$ cat src/rtl/accel_hub_pkg.sv
// Shared definitions for the accelerator hub and the CPU that drives it.
// Holds the accelerator id width, the reserved loopback id and id helpers.
// No logic; imported by the hub, its FIFO and its interface.
package accel_hub_pkg;

  localparam int ACCEL_ID_WIDTH = 4;

  typedef logic [ACCEL_ID_WIDTH-1:0] accel_id_t;

  // Id 15 is never a real channel; it is reserved for the CPU self-test loopback.
  localparam accel_id_t ACCEL_LOOPBACK_ID = 4'd15;

  // True when the id addresses one of the first 'count' real channels.
  function automatic logic id_is_channel(input accel_id_t id, input int count);
    return (int'(id) < count);
  endfunction

endpackage

$ cat src/rtl/accel_hub_if.sv
// Bundles the CPU accelerator port and the per-channel accelerator streams.
// slave: the hub side; master: the CPU plus accelerators driving the hub.
// Pure wiring, no storage or latency of its own.
interface accel_hub_if #(
  parameter int ACCEL_COUNT = 4,
  parameter int REG_WIDTH   = 16
);
  import accel_hub_pkg::*;

  // CPU side
  accel_id_t                        accel_id;
  logic                             accel_can_read;
  logic                             accel_can_write;
  logic                             accel_read_enable;
  logic [REG_WIDTH-1:0]             accel_read_data;
  logic                             accel_write_enable;
  logic [REG_WIDTH-1:0]             accel_write_data;

  // Accelerator streams, channel k at [k*REG_WIDTH +: REG_WIDTH]
  logic [ACCEL_COUNT-1:0]           acc_in_valid;
  logic [ACCEL_COUNT-1:0]           acc_in_ready;
  logic [ACCEL_COUNT*REG_WIDTH-1:0] acc_in_data;
  logic [ACCEL_COUNT-1:0]           acc_out_valid;
  logic [ACCEL_COUNT-1:0]           acc_out_ready;
  logic [ACCEL_COUNT*REG_WIDTH-1:0] acc_out_data;

  modport slave (
    input  accel_id, accel_read_enable, accel_write_enable, accel_write_data,
    input  acc_in_valid, acc_in_data, acc_out_ready,
    output accel_can_read, accel_can_write, accel_read_data,
    output acc_in_ready, acc_out_valid, acc_out_data
  );

  modport master (
    output accel_id, accel_read_enable, accel_write_enable, accel_write_data,
    output acc_in_valid, acc_in_data, acc_out_ready,
    input  accel_can_read, accel_can_write, accel_read_data,
    input  acc_in_ready, acc_out_valid, acc_out_data
  );

endinterface

$ cat src/rtl/accel_hub_fifo.sv
// Small circular FIFO used for every hub channel direction.
// Latency: a push into an empty FIFO is visible at head one cycle later.
// Backpressure: push ignored when full (even with a same-cycle pop); pop ignored when empty.
module accel_hub_fifo #(
  parameter int DEPTH = 2,
  parameter int WIDTH = 16
) (
  input  logic             clk,
  input  logic             rst,
  input  logic             push,
  input  logic [WIDTH-1:0] data,
  input  logic             pop,
  output logic             full,
  output logic             empty,
  output logic [WIDTH-1:0] head
);
  localparam int PTR_W = $clog2(DEPTH);

  logic [WIDTH-1:0] mem [DEPTH];
  logic [PTR_W-1:0] wr_ptr;
  logic [PTR_W-1:0] rd_ptr;
  logic [PTR_W:0]   count;
  logic             do_push;
  logic             do_pop;

  // Full is judged on the pre-edge count, so a full FIFO never accepts a push.
  assign full    = (count == (PTR_W+1)'(DEPTH));
  assign empty   = (count == '0);
  assign do_push = push && !full;
  assign do_pop  = pop && !empty;
  assign head    = empty ? '0 : mem[rd_ptr];

  // Pointer and occupancy bookkeeping; pointers wrap on their natural width.
  always_ff @(posedge clk) begin
    if (rst) begin
      wr_ptr <= '0;
      rd_ptr <= '0;
      count  <= '0;
    end else begin
      if (do_push) wr_ptr <= wr_ptr + PTR_W'(1);
      if (do_pop)  rd_ptr <= rd_ptr + PTR_W'(1);
      case ({do_push, do_pop})
        2'b10:   count <= count + (PTR_W+1)'(1);
        2'b01:   count <= count - (PTR_W+1)'(1);
        default: count <= count;
      endcase
    end
  end

  // Storage write; contents need no reset since count gates visibility.
  always_ff @(posedge clk) begin
    if (do_push) mem[wr_ptr] <= data;
  end

endmodule

$ cat src/rtl/accel_hub.sv
// Shares the CPU accelerator port among ACCEL_COUNT channels, each with an rx and tx FIFO.
// Latency: CPU status/data combinational from accel_id; stream push visible one cycle later.
// Backpressure: acc_in_ready = rx not full; can_write = tx not full; ACCEL_HUB_LOOPBACK_EN adds id 15 loopback.
module accel_hub
  import accel_hub_pkg::*;
#(
  parameter int ACCEL_COUNT = 4,
  parameter int REG_WIDTH   = 16,
  parameter int FIFO_DEPTH  = 2
) (
  input  logic          clk,
  input  logic          rst,
  accel_hub_if.slave    bus
);

  logic [ACCEL_COUNT-1:0]           rx_full;
  logic [ACCEL_COUNT-1:0]           rx_empty;
  logic [ACCEL_COUNT-1:0]           rx_pop;
  logic [REG_WIDTH-1:0]             rx_head [ACCEL_COUNT];
  logic [ACCEL_COUNT-1:0]           tx_full;
  logic [ACCEL_COUNT-1:0]           tx_empty;
  logic [ACCEL_COUNT-1:0]           tx_push;
  logic [ACCEL_COUNT*REG_WIDTH-1:0] tx_head;

  logic                             sel_can_read;
  logic                             sel_can_write;
  logic [REG_WIDTH-1:0]             sel_data;

  for (genvar k = 0; k < ACCEL_COUNT; k++) begin : g_chan
    // CPU enables reach only the channel whose id matches; the FIFO ignores
    // a pop when empty and a push when full, so no extra qualification is needed.
    assign rx_pop[k]  = bus.accel_read_enable  && (bus.accel_id == accel_id_t'(k));
    assign tx_push[k] = bus.accel_write_enable && (bus.accel_id == accel_id_t'(k));

    accel_hub_fifo #(.DEPTH(FIFO_DEPTH), .WIDTH(REG_WIDTH)) u_rx (
      .clk   (clk),
      .rst   (rst),
      .push  (bus.acc_in_valid[k]),
      .data  (bus.acc_in_data[k*REG_WIDTH +: REG_WIDTH]),
      .pop   (rx_pop[k]),
      .full  (rx_full[k]),
      .empty (rx_empty[k]),
      .head  (rx_head[k])
    );

    accel_hub_fifo #(.DEPTH(FIFO_DEPTH), .WIDTH(REG_WIDTH)) u_tx (
      .clk   (clk),
      .rst   (rst),
      .push  (tx_push[k]),
      .data  (bus.accel_write_data),
      .pop   (bus.acc_out_ready[k]),
      .full  (tx_full[k]),
      .empty (tx_empty[k]),
      .head  (tx_head[k*REG_WIDTH +: REG_WIDTH])
    );
  end

`ifdef ACCEL_HUB_LOOPBACK_EN
  logic                 lb_full;
  logic                 lb_empty;
  logic [REG_WIDTH-1:0] lb_head;

  accel_hub_fifo #(.DEPTH(FIFO_DEPTH), .WIDTH(REG_WIDTH)) u_loopback (
    .clk   (clk),
    .rst   (rst),
    .push  (bus.accel_write_enable && (bus.accel_id == ACCEL_LOOPBACK_ID)),
    .data  (bus.accel_write_data),
    .pop   (bus.accel_read_enable && (bus.accel_id == ACCEL_LOOPBACK_ID)),
    .full  (lb_full),
    .empty (lb_empty),
    .head  (lb_head)
  );
`endif

  // Select the addressed channel's status and rx head; unmapped ids read as idle zero.
  always_comb begin
    sel_can_read  = 1'b0;
    sel_can_write = 1'b0;
    sel_data      = '0;
    for (int k = 0; k < ACCEL_COUNT; k++) begin
      if (bus.accel_id == accel_id_t'(k)) begin
        sel_can_read  = !rx_empty[k];
        sel_can_write = !tx_full[k];
        sel_data      = rx_head[k];
      end
    end
`ifdef ACCEL_HUB_LOOPBACK_EN
    if (bus.accel_id == ACCEL_LOOPBACK_ID) begin
      sel_can_read  = !lb_empty;
      sel_can_write = !lb_full;
      sel_data      = lb_head;
    end
`endif
  end

  // Hold every handshake idle while rst is high, before the FIFO state has cleared.
  assign bus.accel_can_read  = sel_can_read && !rst;
  assign bus.accel_can_write = sel_can_write && !rst;
  assign bus.accel_read_data = sel_data;
  assign bus.acc_in_ready    = ~rx_full & {ACCEL_COUNT{!rst}};
  assign bus.acc_out_valid   = ~tx_empty & {ACCEL_COUNT{!rst}};
  assign bus.acc_out_data    = tx_head;

endmodule
$ cat src/flat_wrapper.sv
// flat-port wrapper written by rule: the top's interface ports become plain ports
module accel_hub_flat import accel_hub_pkg::*;
#(
  parameter int ACCEL_COUNT = 4,
  parameter int REG_WIDTH   = 16,
  parameter int FIFO_DEPTH  = 2
)
  (clk, rst, bus_accel_id, bus_accel_read_enable, bus_accel_write_enable, bus_accel_write_data, bus_acc_in_valid, bus_acc_in_data, bus_acc_out_ready, bus_accel_can_read, bus_accel_can_write, bus_accel_read_data, bus_acc_in_ready, bus_acc_out_valid, bus_acc_out_data);
  accel_hub_if #(.ACCEL_COUNT(ACCEL_COUNT), .REG_WIDTH(REG_WIDTH)) bus_i ();
  input  logic clk;
  input  logic rst;
  input wire logic [$bits(bus_i.accel_id)-1:0] bus_accel_id;
  input wire logic [$bits(bus_i.accel_read_enable)-1:0] bus_accel_read_enable;
  input wire logic [$bits(bus_i.accel_write_enable)-1:0] bus_accel_write_enable;
  input wire logic [$bits(bus_i.accel_write_data)-1:0] bus_accel_write_data;
  input wire logic [$bits(bus_i.acc_in_valid)-1:0] bus_acc_in_valid;
  input wire logic [$bits(bus_i.acc_in_data)-1:0] bus_acc_in_data;
  input wire logic [$bits(bus_i.acc_out_ready)-1:0] bus_acc_out_ready;
  output wire logic [$bits(bus_i.accel_can_read)-1:0] bus_accel_can_read;
  output wire logic [$bits(bus_i.accel_can_write)-1:0] bus_accel_can_write;
  output wire logic [$bits(bus_i.accel_read_data)-1:0] bus_accel_read_data;
  output wire logic [$bits(bus_i.acc_in_ready)-1:0] bus_acc_in_ready;
  output wire logic [$bits(bus_i.acc_out_valid)-1:0] bus_acc_out_valid;
  output wire logic [$bits(bus_i.acc_out_data)-1:0] bus_acc_out_data;
  assign bus_i.accel_id = bus_accel_id;
  assign bus_i.accel_read_enable = bus_accel_read_enable;
  assign bus_i.accel_write_enable = bus_accel_write_enable;
  assign bus_i.accel_write_data = bus_accel_write_data;
  assign bus_i.acc_in_valid = bus_acc_in_valid;
  assign bus_i.acc_in_data = bus_acc_in_data;
  assign bus_i.acc_out_ready = bus_acc_out_ready;
  assign bus_accel_can_read = bus_i.accel_can_read;
  assign bus_accel_can_write = bus_i.accel_can_write;
  assign bus_accel_read_data = bus_i.accel_read_data;
  assign bus_acc_in_ready = bus_i.acc_in_ready;
  assign bus_acc_out_valid = bus_i.acc_out_valid;
  assign bus_acc_out_data = bus_i.acc_out_data;
  accel_hub #(.ACCEL_COUNT(ACCEL_COUNT), .REG_WIDTH(REG_WIDTH), .FIFO_DEPTH(FIFO_DEPTH)) u_core (.clk(clk), .rst(rst), .bus(bus_i));
endmodule
$ cat config.mk
export PLATFORM = sky130hd
export DESIGN_NAME = accel_hub_flat
export DESIGN_NICKNAME = d
export VERILOG_FILES = /design/src/rtl/accel_hub_pkg.sv /design/src/rtl/accel_hub_if.sv /design/src/rtl/accel_hub_fifo.sv /design/src/rtl/accel_hub.sv /design/src/flat_wrapper.sv
export SDC_FILE = /design/constraint.sdc
export NUM_CORES = 1
export LEC_CHECK = 0
export BUFFER_PORTS_ARGS = -buffer_cell sky130_fd_sc_hd__buf_2
export CORE_MARGIN = 5
export CORE_UTILIZATION = 57
export DETAILED_ROUTE_END_ITERATION = 12
export GPL_ROUTABILITY_DRIVEN = 1
export GPL_TIMING_DRIVEN = 0
export PLACE_DENSITY = 0.77
export SLEW_MARGIN = 15
export SYNTH_ARGS = -nofsm -noshare
export SYNTH_HDL_FRONTEND = slang
export SYNTH_SLANG_ARGS = --single-unit
$ cat constraint.sdc
create_clock -name clk -period 2.65 [get_ports clk]
set_clock_uncertainty 0.15 [all_clocks]
set_input_delay 0.53 -clock clk [delete_from_list [all_inputs] [get_ports clk]]
set_output_delay 0.53 -clock clk [all_outputs]
set_load 0.01 [all_outputs]
==> impl_metrics.tcl <==
set metrics [dict create \
    syn_nets 886 \
    critical_path_class "register to output port" \
    layout_commonest_cell "edfxtp_1" \
    synthesis.area_mm2 0.01194 \
    wire_per_inst_um 20.43 \
    drive_gt1_frac 0.3738 \
    path_clk_slew_ns 0.06 \
    seq_area_frac_synth 0.7110 \
    cp_max_fo 5 \
    grt_pass1_vias 7489 \
    finalCritPeriodShare 0.9906 \
    gp_congestion 0.7868 \
    vias 7228 \
    die_h_um 154.7 \
    clkLatencyLatePin_ns 0.54 \
    status "finished clean" \
    numCtsBuffers 30 \
    critPathArrivalTime_ns 1.95 \
    htreeDepth 1 \
    rsz0062_at_grt "true" \
    hold_buffers 0 \
    sequentialPowerShare 0.503 \
    drt_pass1_iterations 5 \
    p_int_mw 8.365 \
    p_comb_frac 0.075 \
    layout.nets 1118 \
    grt_max_degree 17 \
    setup_violations 0 \
    layout_common_cells "edfxtp_1 (256), buf_2 (189), nor2_1 (100)" \
    synthDistinctLibCells 39 \
    io_buffers 184 \
    clock_path_buffers 3 \
    syn_inst 782 \
    end_kind "output port" \
    final_area_mm2 0.01473 \
    crit_path_cell_trace "buf_6 > buf_8 > mux2_2 > nand3_1 > o2111ai_2 > buf_2" \
    path_buf_inv 3 \
    grt_pass1_wl_um 40790 \
    drc 0 \
    avgViaCountPerCell 5.497 \
    finalHoldViolCount 0 \
    die_x_um 154.7 \
    relSlewSlack 0.4642 \
    cp_slowest_stage_delay_ns 0.34 \
    cp_top_family "buffers and inverters" \
    power_switching_share 0.2123 \
    hpwl_um 18900 \
    cpMaxStageDelayCell "mux2_2" \
    p_leak_nw 5.477 \
    crit_required_ns 1.97 \
    postSynthAreaPerCell_um2 15.27 \
    grt_usage 0.2197 \
    die_area_mm2 0.02394 \
    fmax_mhz 380.9 \
    synth.top_cells.by_area "edfxtp_1 (64%), mux2i_1 (6.8%), dfxtp_1 (6.7%), mux2_2 (5.0%), nor2_1 (3.5%)" \
    topRoutingLayerUsed "met5" \
    placed_cell_area_mm2 0.01333 \
    grt-ovfl-total 0 \
    p_per_area_mw_per_mm2 720.8 \
    drt-initial-drc-count 401 \
    synth_top_area_cell "edfxtp_1" \
    max_cap_viol_count 0 \
    hp-class "primary input to register" \
    fp.coreArea_mm2 0.02082 \
    min_period_ns 2.625 \
    power.share.clock 0.422 \
    worst_pin_slew_ns 0.8037 \
    post-route-util 0.7075 \
    drv_slew 0 \
    peakVddDrop_uv 581.2 \
    power_switching_mw 2.254 \
    yosysTopAreaCellShare 0.6439 \
    cts-root-buf "clkbuf_16" \
    clkSinkCount 296 \
    wl_met3_um 1950 \
    cp-start-kind "register" \
    cts_tree "done" \
    m1WireLength_um 10590 \
    boundaryPins 186 \
    ys.warnings.count 0 \
    wl_met2_um 13680 \
    area_growth_pct 23.40 \
    core.rowCount 53 \
    ant_nets 0 \
    antenna_found_initial 4 \
    start_util 0.5734 \
    synth-seq-cells 296 \
    wl_um 26870 \
]
==> metal layers <==
| metal | GRT usage | vias to the layer above |
|---|---|---|
| met5 | 0 | - |
| met4 | 0.05046 | 8 |
| met3 | 0.04924 | 63 |
| met2 | 0.3854 | 212 |
| met1 | 0.2811 | 3560 |
| li1 | - | 3385 |
==> sequential cells by signal, indices dropped and copies added (netlist names), named ones only <==
register and cells:
u_core.g_chan.u_rx.mem 128, u_core.g_chan.u_tx.mem 128, u_core.g_chan.u_rx.count 8, u_core.g_chan.u_tx.count 8, u_core.g_chan.u_rx.rd_ptr 4, u_core.g_chan.u_rx.wr_ptr 4, u_core.g_chan.u_tx.rd_ptr 4, u_core.g_chan.u_tx.wr_ptr 4
==> cell families (layout without fill, tap and decap cells) <==
family	after synthesis	count (layout)	synth area share
flops	296	296	0.7110
simple gates	209	209	0.08468
mux	141	141	0.1248
buf+inv	57	313	0.02232
compound gates	51	51	0.03417
xor+xnor	20	20	0.01467
fa+ha+maj	8	8	0.008384
other cells	0	2	0
==> final timing paths <==
kind              slack [ns]  cells after the start                                        start                                          end
hold reg to reg         0.34                      2    u_core.g_chan[2].u_rx.wr_ptr$_SDFFE_PP0P_    u_core.g_chan[2].u_rx.wr_ptr$_SDFFE_PP0P_
setup / recovery        0.02                      6                                     register                       bus_accel_read_data[4]
hold / removal          0.02                      1                           bus_acc_in_data[2]    u_core.g_chan[0].u_rx.mem[0][2]$_DFFE_PP_
setup reg to reg        0.62                      6  u_core.g_chan[0].u_rx.count[1]$_SDFFE_PP0P_  u_core.g_chan[0].u_rx.count[1]$_SDFFE_PP0P_
==> area by class of cell <==
class	instances	area [µm²]
sequential	296	8498
fill	1379	6090
multi-input combinational	429	3273
timing repair buffer	205	1192
clock buffer	42	873.3
tap	275	344.1
buffer	35	277.8
clock inverter	14	205.2
inverter	17	63.81
antenna	2	5.005
==> cell usage after synthesis, drive strengths merged <==
cell type and count:
a211oi 1, buf 31, and3 7, nor2b 8
dfxtp 40, a21oi 12, nor3b 1, o2111a 1
nand4 2, nor4 1, or2 2, mux2 60
mux2i 81, o21a 1, or3 12, edfxtp 256
a31oi 1, nor4b 1, o211ai 1, inv 17
nor2 112, xnor2 8, o21ai 16, nand2 5
nand3 50, a221oi 1, xor2 12, clkbuf 9
ha 8, a22oi 1, nand2b 8, o2111ai 16
==> power groups by stage <==
| stage | registers, mW | logic, mW | clock network [mW] |
|---|---|---|---|
| after floorplan | 5.41 | 0.449 | 0 |
| after global placement | 5.41 | 0.743 | 0 |
| after detailed placement | 5.42 | 0.766 | 0 |
| after CTS | 5.34 | 0.777 | 4.54 |
| after global routing | 5.35 | 0.868 | 4.75 |
| final | 5.34 | 0.793 | 4.49 |
==> what timing repair did <==
item	4_1_cts	5_1_grt
pin swaps	0	1
buffers inserted	0	10
setup endpoints to repair	63	50
gates cloned	0	3
resized for setup	36	25
==> stage by stage <==
stage          worst slack (ns)  power [mW]  std cells  hold slack, ns  setup TNS [ns]
2_1_floorplan            0.3023       5.856        782          0.3083               0
3_3_place_gp            -0.5436       6.157       1241          0.3185          -61.02
3_5_place_dp            -0.1304       6.191       1249          0.3302         -0.6957
4_1_cts               0.0006706       10.65       1300        0.006605               0
5_1_grt                -0.03737       10.98       1313        0.007927        -0.07381
6_report                0.02481       10.62       1315         0.02366               0
Power figures use the tool's default switching activity.
